### src/rtl/sram_port_arbiter_if.sv
// Requester and SRAM-port signal bundle for sram_port_arbiter.
// The arbiter takes the slave modport; the environment (requesters plus SRAM) takes master.
interface sram_port_arbiter_if;
    logic        i_req;
    logic [31:0] i_addr;
    logic        i_addr_ok;
    logic        i_data_ok;
    logic [31:0] i_rdata;

    logic        d_req;
    logic        d_wr;
    logic [1:0]  d_size;
    logic [31:0] d_addr;
    logic [31:0] d_wdata;
    logic        d_addr_ok;
    logic        d_data_ok;
    logic [31:0] d_rdata;

    logic        sram_en;
    logic [3:0]  sram_wen;
    logic [31:0] sram_addr;
    logic [31:0] sram_wdata;
    logic [31:0] sram_rdata;

    modport slave (
        input  i_req, i_addr, d_req, d_wr, d_size, d_addr, d_wdata, sram_rdata,
        output i_addr_ok, i_data_ok, i_rdata, d_addr_ok, d_data_ok, d_rdata,
        output sram_en, sram_wen, sram_addr, sram_wdata
    );

    modport master (
        output i_req, i_addr, d_req, d_wr, d_size, d_addr, d_wdata, sram_rdata,
        input  i_addr_ok, i_data_ok, i_rdata, d_addr_ok, d_data_ok, d_rdata,
        input  sram_en, sram_wen, sram_addr, sram_wdata
    );
endinterface

### src/rtl/sram_port_arbiter.sv
// Shares one single-port synchronous SRAM between instruction and data requesters,
// one access per cycle, with kseg0/kseg1 translation and byte-enable generation.
module sram_port_arbiter #(
    parameter int KSEG_XLATE             = 1,
    parameter int DATA_FIRST_AFTER_RESET = 1
) (
    input logic                 clk,
    input logic                 reset,
    sram_port_arbiter_if.slave  bus
);
    typedef enum logic [1:0] {
        IDLE   = 2'd0,
        RESP_I = 2'd1,
        RESP_D = 2'd2
    } state_t;

    localparam logic GNT_I = 1'b0;
    localparam logic GNT_D = 1'b1;
    // Seeding last_grant with inst makes the first contended grant go to data.
    localparam logic LAST_GRANT_RST = (DATA_FIRST_AFTER_RESET != 0) ? GNT_I : GNT_D;

    state_t state_q, state_d;
    logic   last_grant_q, last_grant_d;
    logic   grant_i, grant_d;

    function automatic logic [31:0] xlate_addr(input logic [31:0] vaddr);
        if ((KSEG_XLATE != 0) && (vaddr[31:30] == 2'b10))
            return {3'b000, vaddr[28:0]};
        return vaddr;
    endfunction

    function automatic logic [3:0] store_wen(input logic [1:0] size, input logic [1:0] off);
        logic [3:0] wen;
        wen = 4'b0000;
        case (size)
            2'd0:    wen = 4'b0001 << off;
            2'd1:    if (!off[0]) wen = off[1] ? 4'b1100 : 4'b0011;
            2'd2:    if (off == 2'b00) wen = 4'b1111;
            default: wen = 4'b0000;
        endcase
        return wen;
    endfunction

    always_ff @(posedge clk) begin
        if (reset) begin
            state_q      <= IDLE;
            last_grant_q <= LAST_GRANT_RST;
        end else begin
            state_q      <= state_d;
            last_grant_q <= last_grant_d;
        end
    end

    always_comb begin
        grant_i = 1'b0;
        grant_d = 1'b0;
        if (bus.i_req && bus.d_req) begin
            if (last_grant_q == GNT_D) grant_i = 1'b1;
            else                       grant_d = 1'b1;
        end else begin
            grant_i = bus.i_req;
            grant_d = bus.d_req;
        end

        state_d      = IDLE;
        last_grant_d = last_grant_q;
        if (grant_i) begin
            state_d      = RESP_I;
            last_grant_d = GNT_I;
        end else if (grant_d) begin
            state_d      = RESP_D;
            last_grant_d = GNT_D;
        end
    end

    always_comb begin
        bus.i_addr_ok  = 1'b0;
        bus.i_data_ok  = 1'b0;
        bus.i_rdata    = 32'h0;
        bus.d_addr_ok  = 1'b0;
        bus.d_data_ok  = 1'b0;
        bus.d_rdata    = 32'h0;
        bus.sram_en    = 1'b0;
        bus.sram_wen   = 4'b0000;
        bus.sram_addr  = 32'h0;
        bus.sram_wdata = 32'h0;
        // Reset silences everything, including a response still owed from the last cycle.
        if (!reset) begin
            case (state_q)
                RESP_I: begin
                    bus.i_data_ok = 1'b1;
                    bus.i_rdata   = bus.sram_rdata;
                end
                RESP_D: begin
                    bus.d_data_ok = 1'b1;
                    bus.d_rdata   = bus.sram_rdata;
                end
                default: ;
            endcase
            if (grant_i) begin
                bus.i_addr_ok = 1'b1;
                bus.sram_en   = 1'b1;
                bus.sram_addr = xlate_addr(bus.i_addr);
            end else if (grant_d) begin
                bus.d_addr_ok  = 1'b1;
                bus.sram_en    = 1'b1;
                bus.sram_addr  = xlate_addr(bus.d_addr);
                bus.sram_wen   = bus.d_wr ? store_wen(bus.d_size, bus.d_addr[1:0]) : 4'b0000;
                bus.sram_wdata = bus.d_wdata;
            end
        end
    end
endmodule

### src/flat_wrapper.sv
// flat-port wrapper written by rule: the top's interface ports become plain ports
module sram_port_arbiter_flat 
#(
    parameter int KSEG_XLATE             = 1,
    parameter int DATA_FIRST_AFTER_RESET = 1
)
  (clk, reset, bus_i_req, bus_i_addr, bus_d_req, bus_d_wr, bus_d_size, bus_d_addr, bus_d_wdata, bus_sram_rdata, bus_i_addr_ok, bus_i_data_ok, bus_i_rdata, bus_d_addr_ok, bus_d_data_ok, bus_d_rdata, bus_sram_en, bus_sram_wen, bus_sram_addr, bus_sram_wdata);
  sram_port_arbiter_if bus_i ();
  input logic clk;
  input logic reset;
  input wire logic [$bits(bus_i.i_req)-1:0] bus_i_req;
  input wire logic [$bits(bus_i.i_addr)-1:0] bus_i_addr;
  input wire logic [$bits(bus_i.d_req)-1:0] bus_d_req;
  input wire logic [$bits(bus_i.d_wr)-1:0] bus_d_wr;
  input wire logic [$bits(bus_i.d_size)-1:0] bus_d_size;
  input wire logic [$bits(bus_i.d_addr)-1:0] bus_d_addr;
  input wire logic [$bits(bus_i.d_wdata)-1:0] bus_d_wdata;
  input wire logic [$bits(bus_i.sram_rdata)-1:0] bus_sram_rdata;
  output wire logic [$bits(bus_i.i_addr_ok)-1:0] bus_i_addr_ok;
  output wire logic [$bits(bus_i.i_data_ok)-1:0] bus_i_data_ok;
  output wire logic [$bits(bus_i.i_rdata)-1:0] bus_i_rdata;
  output wire logic [$bits(bus_i.d_addr_ok)-1:0] bus_d_addr_ok;
  output wire logic [$bits(bus_i.d_data_ok)-1:0] bus_d_data_ok;
  output wire logic [$bits(bus_i.d_rdata)-1:0] bus_d_rdata;
  output wire logic [$bits(bus_i.sram_en)-1:0] bus_sram_en;
  output wire logic [$bits(bus_i.sram_wen)-1:0] bus_sram_wen;
  output wire logic [$bits(bus_i.sram_addr)-1:0] bus_sram_addr;
  output wire logic [$bits(bus_i.sram_wdata)-1:0] bus_sram_wdata;
  assign bus_i.i_req = bus_i_req;
  assign bus_i.i_addr = bus_i_addr;
  assign bus_i.d_req = bus_d_req;
  assign bus_i.d_wr = bus_d_wr;
  assign bus_i.d_size = bus_d_size;
  assign bus_i.d_addr = bus_d_addr;
  assign bus_i.d_wdata = bus_d_wdata;
  assign bus_i.sram_rdata = bus_sram_rdata;
  assign bus_i_addr_ok = bus_i.i_addr_ok;
  assign bus_i_data_ok = bus_i.i_data_ok;
  assign bus_i_rdata = bus_i.i_rdata;
  assign bus_d_addr_ok = bus_i.d_addr_ok;
  assign bus_d_data_ok = bus_i.d_data_ok;
  assign bus_d_rdata = bus_i.d_rdata;
  assign bus_sram_en = bus_i.sram_en;
  assign bus_sram_wen = bus_i.sram_wen;
  assign bus_sram_addr = bus_i.sram_addr;
  assign bus_sram_wdata = bus_i.sram_wdata;
  sram_port_arbiter #(.KSEG_XLATE(KSEG_XLATE), .DATA_FIRST_AFTER_RESET(DATA_FIRST_AFTER_RESET)) u_core (.clk(clk), .reset(reset), .bus(bus_i));
endmodule
### config.mk
export PLATFORM = sky130hd
export DESIGN_NAME = sram_port_arbiter_flat
export DESIGN_NICKNAME = d
export VERILOG_FILES = /design/src/rtl/sram_port_arbiter_if.sv /design/src/rtl/sram_port_arbiter.sv /design/src/flat_wrapper.sv
export SDC_FILE = /design/constraint.sdc
export NUM_CORES = 1
export LEC_CHECK = 0
export CORE_AREA = 2 2 105 107
export DETAILED_ROUTE_END_ITERATION = 7
export DIE_AREA = 0 0 107 109
export PLACE_DENSITY_LB_ADDON = 0.15
export SETUP_SLACK_MARGIN = 0.4
export SYNTH_ARGS = -nofsm -noshare
export SYNTH_HDL_FRONTEND = slang
export SYNTH_SLANG_ARGS = --single-unit
### constraint.sdc
create_clock -name clk -period 2.17 [get_ports clk]
set_input_delay 0.5425 -clock clk [delete_from_list [all_inputs] [get_ports clk]]
set_output_delay 0.5425 -clock clk [all_outputs]
set_load 0.1 [all_outputs]
After elaboration in Yosys (flattened, before gate mapping)
Cells that the tools add are included.
Cells by class
  eq/ne operators: 6
  reduce and logical (&&, ||, !) cells: 4
  shift-type cells: 1
  mux-type cells: 46
Operator list (number)
  $mux W32: 14
  $mux W4: 7
  $mux W1: 23
  $pmux W4 S3: 1
  $eq A2 B2 Y1 const B: 4
  $eq A2 B1 Y1 const B: 2
  $logic_not A2 Y1: 2
  $shl A1 B2 Y4 const A: 1
  $mux W2: 1
  $reduce_or A2 Y1: 1
  $logic_and A1 B1 Y1: 1
Storage, ports and cells
  logic and storage cells: 60
  register bits: 3

Logic depth before layout (Yosys ltp)
  depth in word-level cells: 9
  mapped depth: 5

Worst setup path after synthesis
Ideal clock, no wire load.
  path kind: input port to output port
  start point: in bus_i_req
  end point: out bus_sram_wdata[22]
  slack: -1103 ps
  buffers on the path: 1
  data required time: 1627 ps
  stages: 3
  arrival: 2731 ps
  cell sequence: a211oi_2 clkbuf_1 and2_1
Between the ends
  longest elaborated chain between the ends: 5
  elaborated cells between the ends (all ways): 6
  classes of those cells: mux (5); reduce/logical (1)
Ends and longest elaborated chain
  start, declared: line flat_wrapper.sv:11  | input wire logic [$bits(bus_i.i_req)-1:0] bus_i_req;
  $logic_and A1 B1 Y1: line sram_port_arbiter.sv:57  | if (bus.i_req && bus.d_req) begin
  $mux W1: line sram_port_arbiter.sv:57
  $mux W32: line sram_port_arbiter.sv:104  | end else if (grant_d) begin
  $mux W32 (*): line sram_port_arbiter.sv:100  | if (grant_i) begin
  $mux W32 (*): line sram_port_arbiter.sv:88  | if (!reset) begin
  end, declared: line flat_wrapper.sv:28  | output wire logic [$bits(bus_i.sram_wdata)-1:0] bus_sram_wdata;
Mark *: on every way between the ends. The rest lies on a longest branch, timed or not.

Worst setup path in the final report
  start point: in reset
  end point: out bus_sram_wdata[23]
Between the ends
  longest elaborated chain between the ends: 1
Ends and longest elaborated chain
  start, declared: line flat_wrapper.sv:10  | input logic reset;
  $mux W32: line sram_port_arbiter.sv:88
Every way passes these cells.

==> summary.md <==
| Metric | Value |
|---|---|
| # clock sinks | 3 |
| Wirelength per Cell | 17.0 um |
| DRC viols | 0 |
| Adder-Cell Fraction of Synth Area | 0 |
| Largest net degree at the start of global routing | 25 |
| Tightest hold margin | 484 ps |
| DP Wirelength | 8660 um |
| Simple-gate portion of the synthesized area | 0.592 |
| Syn_area_per_cell | 6.96 um^2 |
| Placed Area | 6250 um^2 |
| Cell Int Power | 0.000997 W |
| Yosys cell types | 22 |
| CTS clock-pin slew for the worst setup and hold paths | 30 ps |
| Complex-gate fraction of the synthesized area | 0.282 |
| Unrepaired setup endpoints after global routing | true |
| Min-Delay Endpoint | u_core.state_q[1] |
| Total CTS buffers | 3 |
| Endpoints failing setup | 0 |
| Multiplexer share of the synthesized area | 0 |
| First-pass GRT wire length | 15500 um |
| Sw frac | 0.507 |
| Reg-to-reg startpoint | u_core.last_grant_q |
| Number of antenna violations at the first check in global routing | 0 |
| Worst Hold Depth | 1 |
| Post-route insts no fill | 615 |
| Clock power share | 0.080 |
| CTS tree | built |
| Vias in the first global route | 2828 |
| Min Tclk post-route | 2170 ps |
| Leakage power | 2.84 nW |
| Final wirelength | 10500 um |
| Slew headroom | 0.819 |
| Clock latency on the worst-skew pair | 220 ps |
| Io pins | 272 |
| Root Buffer | clkbuf_8 |
| Initial Utilization | 0.115 |
| Critical Path RT | 1630 ps |
| Worst Setup End Kind | output pin |
| Combinational family with the most area after synthesis | simple AND/OR/NAND/NOR gates |
| Slew of the pin with the lowest slew margin | 271 ps |
| Detailed Route Iter0 Violations | 63 |
| Port bufs | 271 |
| Fin area | 6670 um^2 |
| Power Dens Cells | 303 nW/um^2 |
| Max Root-Sink Buffers | 2 |
| Global placement routability congestion | 0.730 |
| Synthesized cell area | 1220 um^2 |
| Synth Instances | 175 |
| Worst path slowest cell | a211oi_4 |
| Comb power frac | 0.889 |
| Crit path cell chain | buf_8 > a211oi_4 > buf_12 > clkbuf_16 > and2_4 > buf_12 |
| Placed Cells | 596 |
| Syn_nets | 310 |
| Max frequency | 0.461 GHz |
| Die footprint | 11700 um^2 |
| NetSw | 0.00102 W |
| Final period util | 1.00 |
| Crit Path Max Fanout | 12 |
| Hold buffers post-CTS | 0 |
| Maxcap violations | 0 |
| Reg power frac | 0.031 |
| GRT Total Usage | 0.170 |
| Worst setup SP type | primary input |
| Vias per Instance | 4.15 |
| Vias post-DR | 2554 |
| Hold Path Class | reg2reg |
| Routed Antenna Nets | 0 |
| Die height | 109 um |
| R2R setup slack | 1400 ps |
| Area Overhead vs Synth | 448% |
| Row cnt | 38 |
| VDD IR max | 0.000208 V |
| Share of layout cells above drive strength 1 | 0.699 |
| Clk_skew | 2.92 ps |
| Syn. warnings | 0 |
| CTS H-tree depth | 1 |
| Grt ovf | 0 |
| Drt first pass iters | 4 |
| WP buf/inv | 4 |
| Post-Synth XOR/XNOR Area | 0.00719 |
| CP dominant cell by count | buf_12 |
| CP peak stage delay | 280 ps |
| Final Hold Fails | 0 |
| Crit Path Category | in2out |
| Worst Path Arrival | 1630 ps |
| Status | completed |
| Core Area | 10600 um^2 |
| Slew Limit Fails | 0 |
| Final core occ | 0.629 |
| Hold path startpoint | u_core.last_grant_q |
| Die width | 107 um |
| Synth Register Bits | 3 |
| CP top delay family | buffers and inverters |
| Fin nets | 611 |
| Critical R2R Capture | u_core.state_q[0] |
| Post-synthesis sequential area ratio | 0.0493 |
| FF-to-FF path depth | 2 |
| Diode count | 0 |
## power by group through the flow
stage | combinational, W | sequential (W) | clock [W]
global route | 0.00185 | 0.0000641 | 0.000172
global placement | 0.00172 | 0.0000636 | 0
detailed placement | 0.00173 | 0.0000641 | 0
CTS | 0.00179 | 0.0000637 | 0.000167
floorplan | 0.000974 | 0.0000633 | 0
finish | 0.00180 | 0.0000635 | 0.000161
## registers in the layout (all words and copies together), names as in the netlist
register             cells
u_core.state_q           2
u_core.last_grant_q      1
## cells by family after synthesis
group / after synthesis
simple gates: 112
xor+xnor: 1
compound gates: 40
flops: 3
buf+inv: 19
## cell type report
type	count	area [um^2]
timing repair buffer	313	4690
fill	820	3940
multi-input combinational	153	1690
tap	140	175
sequential	3	63.8
clock buffer	4	45.0
inverter	2	10.0
## repair_timing
item	4_1_cts	5_1_grt
pin swaps	17	12
cloned	5	4
buffers inserted	6	0
gates resized for setup	58	8
setup endpoints to repair	137	136
## per-layer routing
metal	GRT usage	up-vias	routed length, um
li1	-	1202	-
met1	0.164	1180	3320
met3	0.0580	8	1110
met5	0	-	0
met2	0.351	164	5910
met4	0.0306	0	111
## worst max-delay path by stage
stage | to | depth (start not counted) | from | slack [ps]
after floorplan | bus_sram_wen[1] | 3 | reset | 100
after global placement | bus_d_rdata[31] | 6 | reset | -430
after detailed placement | bus_sram_wdata[14] | 6 | reset | -440
after CTS | bus_sram_wen[2] | 7 | bus_d_req | -9
after global routing | bus_d_rdata[7] | 7 | reset | -30
final | bus_sram_wdata[23] | 6 | reset | 1
## cells in the final DEF, fill, tap and decap left out, types with 2 or more instances in the layout
cell and count:
and2_4 96, nor3b_4 2, a22o_4 30, buf_8 3, and4b_4 2, clkbuf_8 3
dfxtp_1 2, buf_6 16, clkdlybuf4s50_1 124, dlygate4sd2_1 5, nand2b_4 3, nand2b_1 2
a32o_4 2, buf_4 12, buf_16 5, and3_4 2, clkbuf_16 3, buf_12 143
clkbuf_2 2
## cell usage after synthesis (all sizes together)
master | number | area share
a21oi | 1 | 0.0041
a22o | 30 | 0.22
buf | 9 | 0.039
o32ai | 1 | 0.0072
clkbuf | 8 | 0.025
o22ai | 1 | 0.0051
nor2 | 2 | 0.0062
a21boi | 1 | 0.0062
and3 | 2 | 0.010
a32o | 2 | 0.016
o21ai | 1 | 0.0041
and4b | 2 | 0.016
and2 | 97 | 0.50
xnor2 | 1 | 0.0072
inv | 2 | 0.0062
nand2b | 5 | 0.026
a211oi | 3 | 0.023
nor3b | 2 | 0.021
and3b | 2 | 0.014
dfxtp | 3 | 0.049
## per-stage QoR
stage / setup TNS [ps] / setup slack, ps / power [W]
2_1_floorplan: 0 / 97.3 / 0.00104
3_3_place_gp: -53330 / -429 / 0.00178
3_5_place_dp: -55380 / -437 / 0.00180
4_1_cts: -92.9 / -9.12 / 0.00202
5_1_grt: -1510 / -25.9 / 0.00209
6_report: 0 / 0.955 / 0.00202
(Power assumes the default switching activity.)
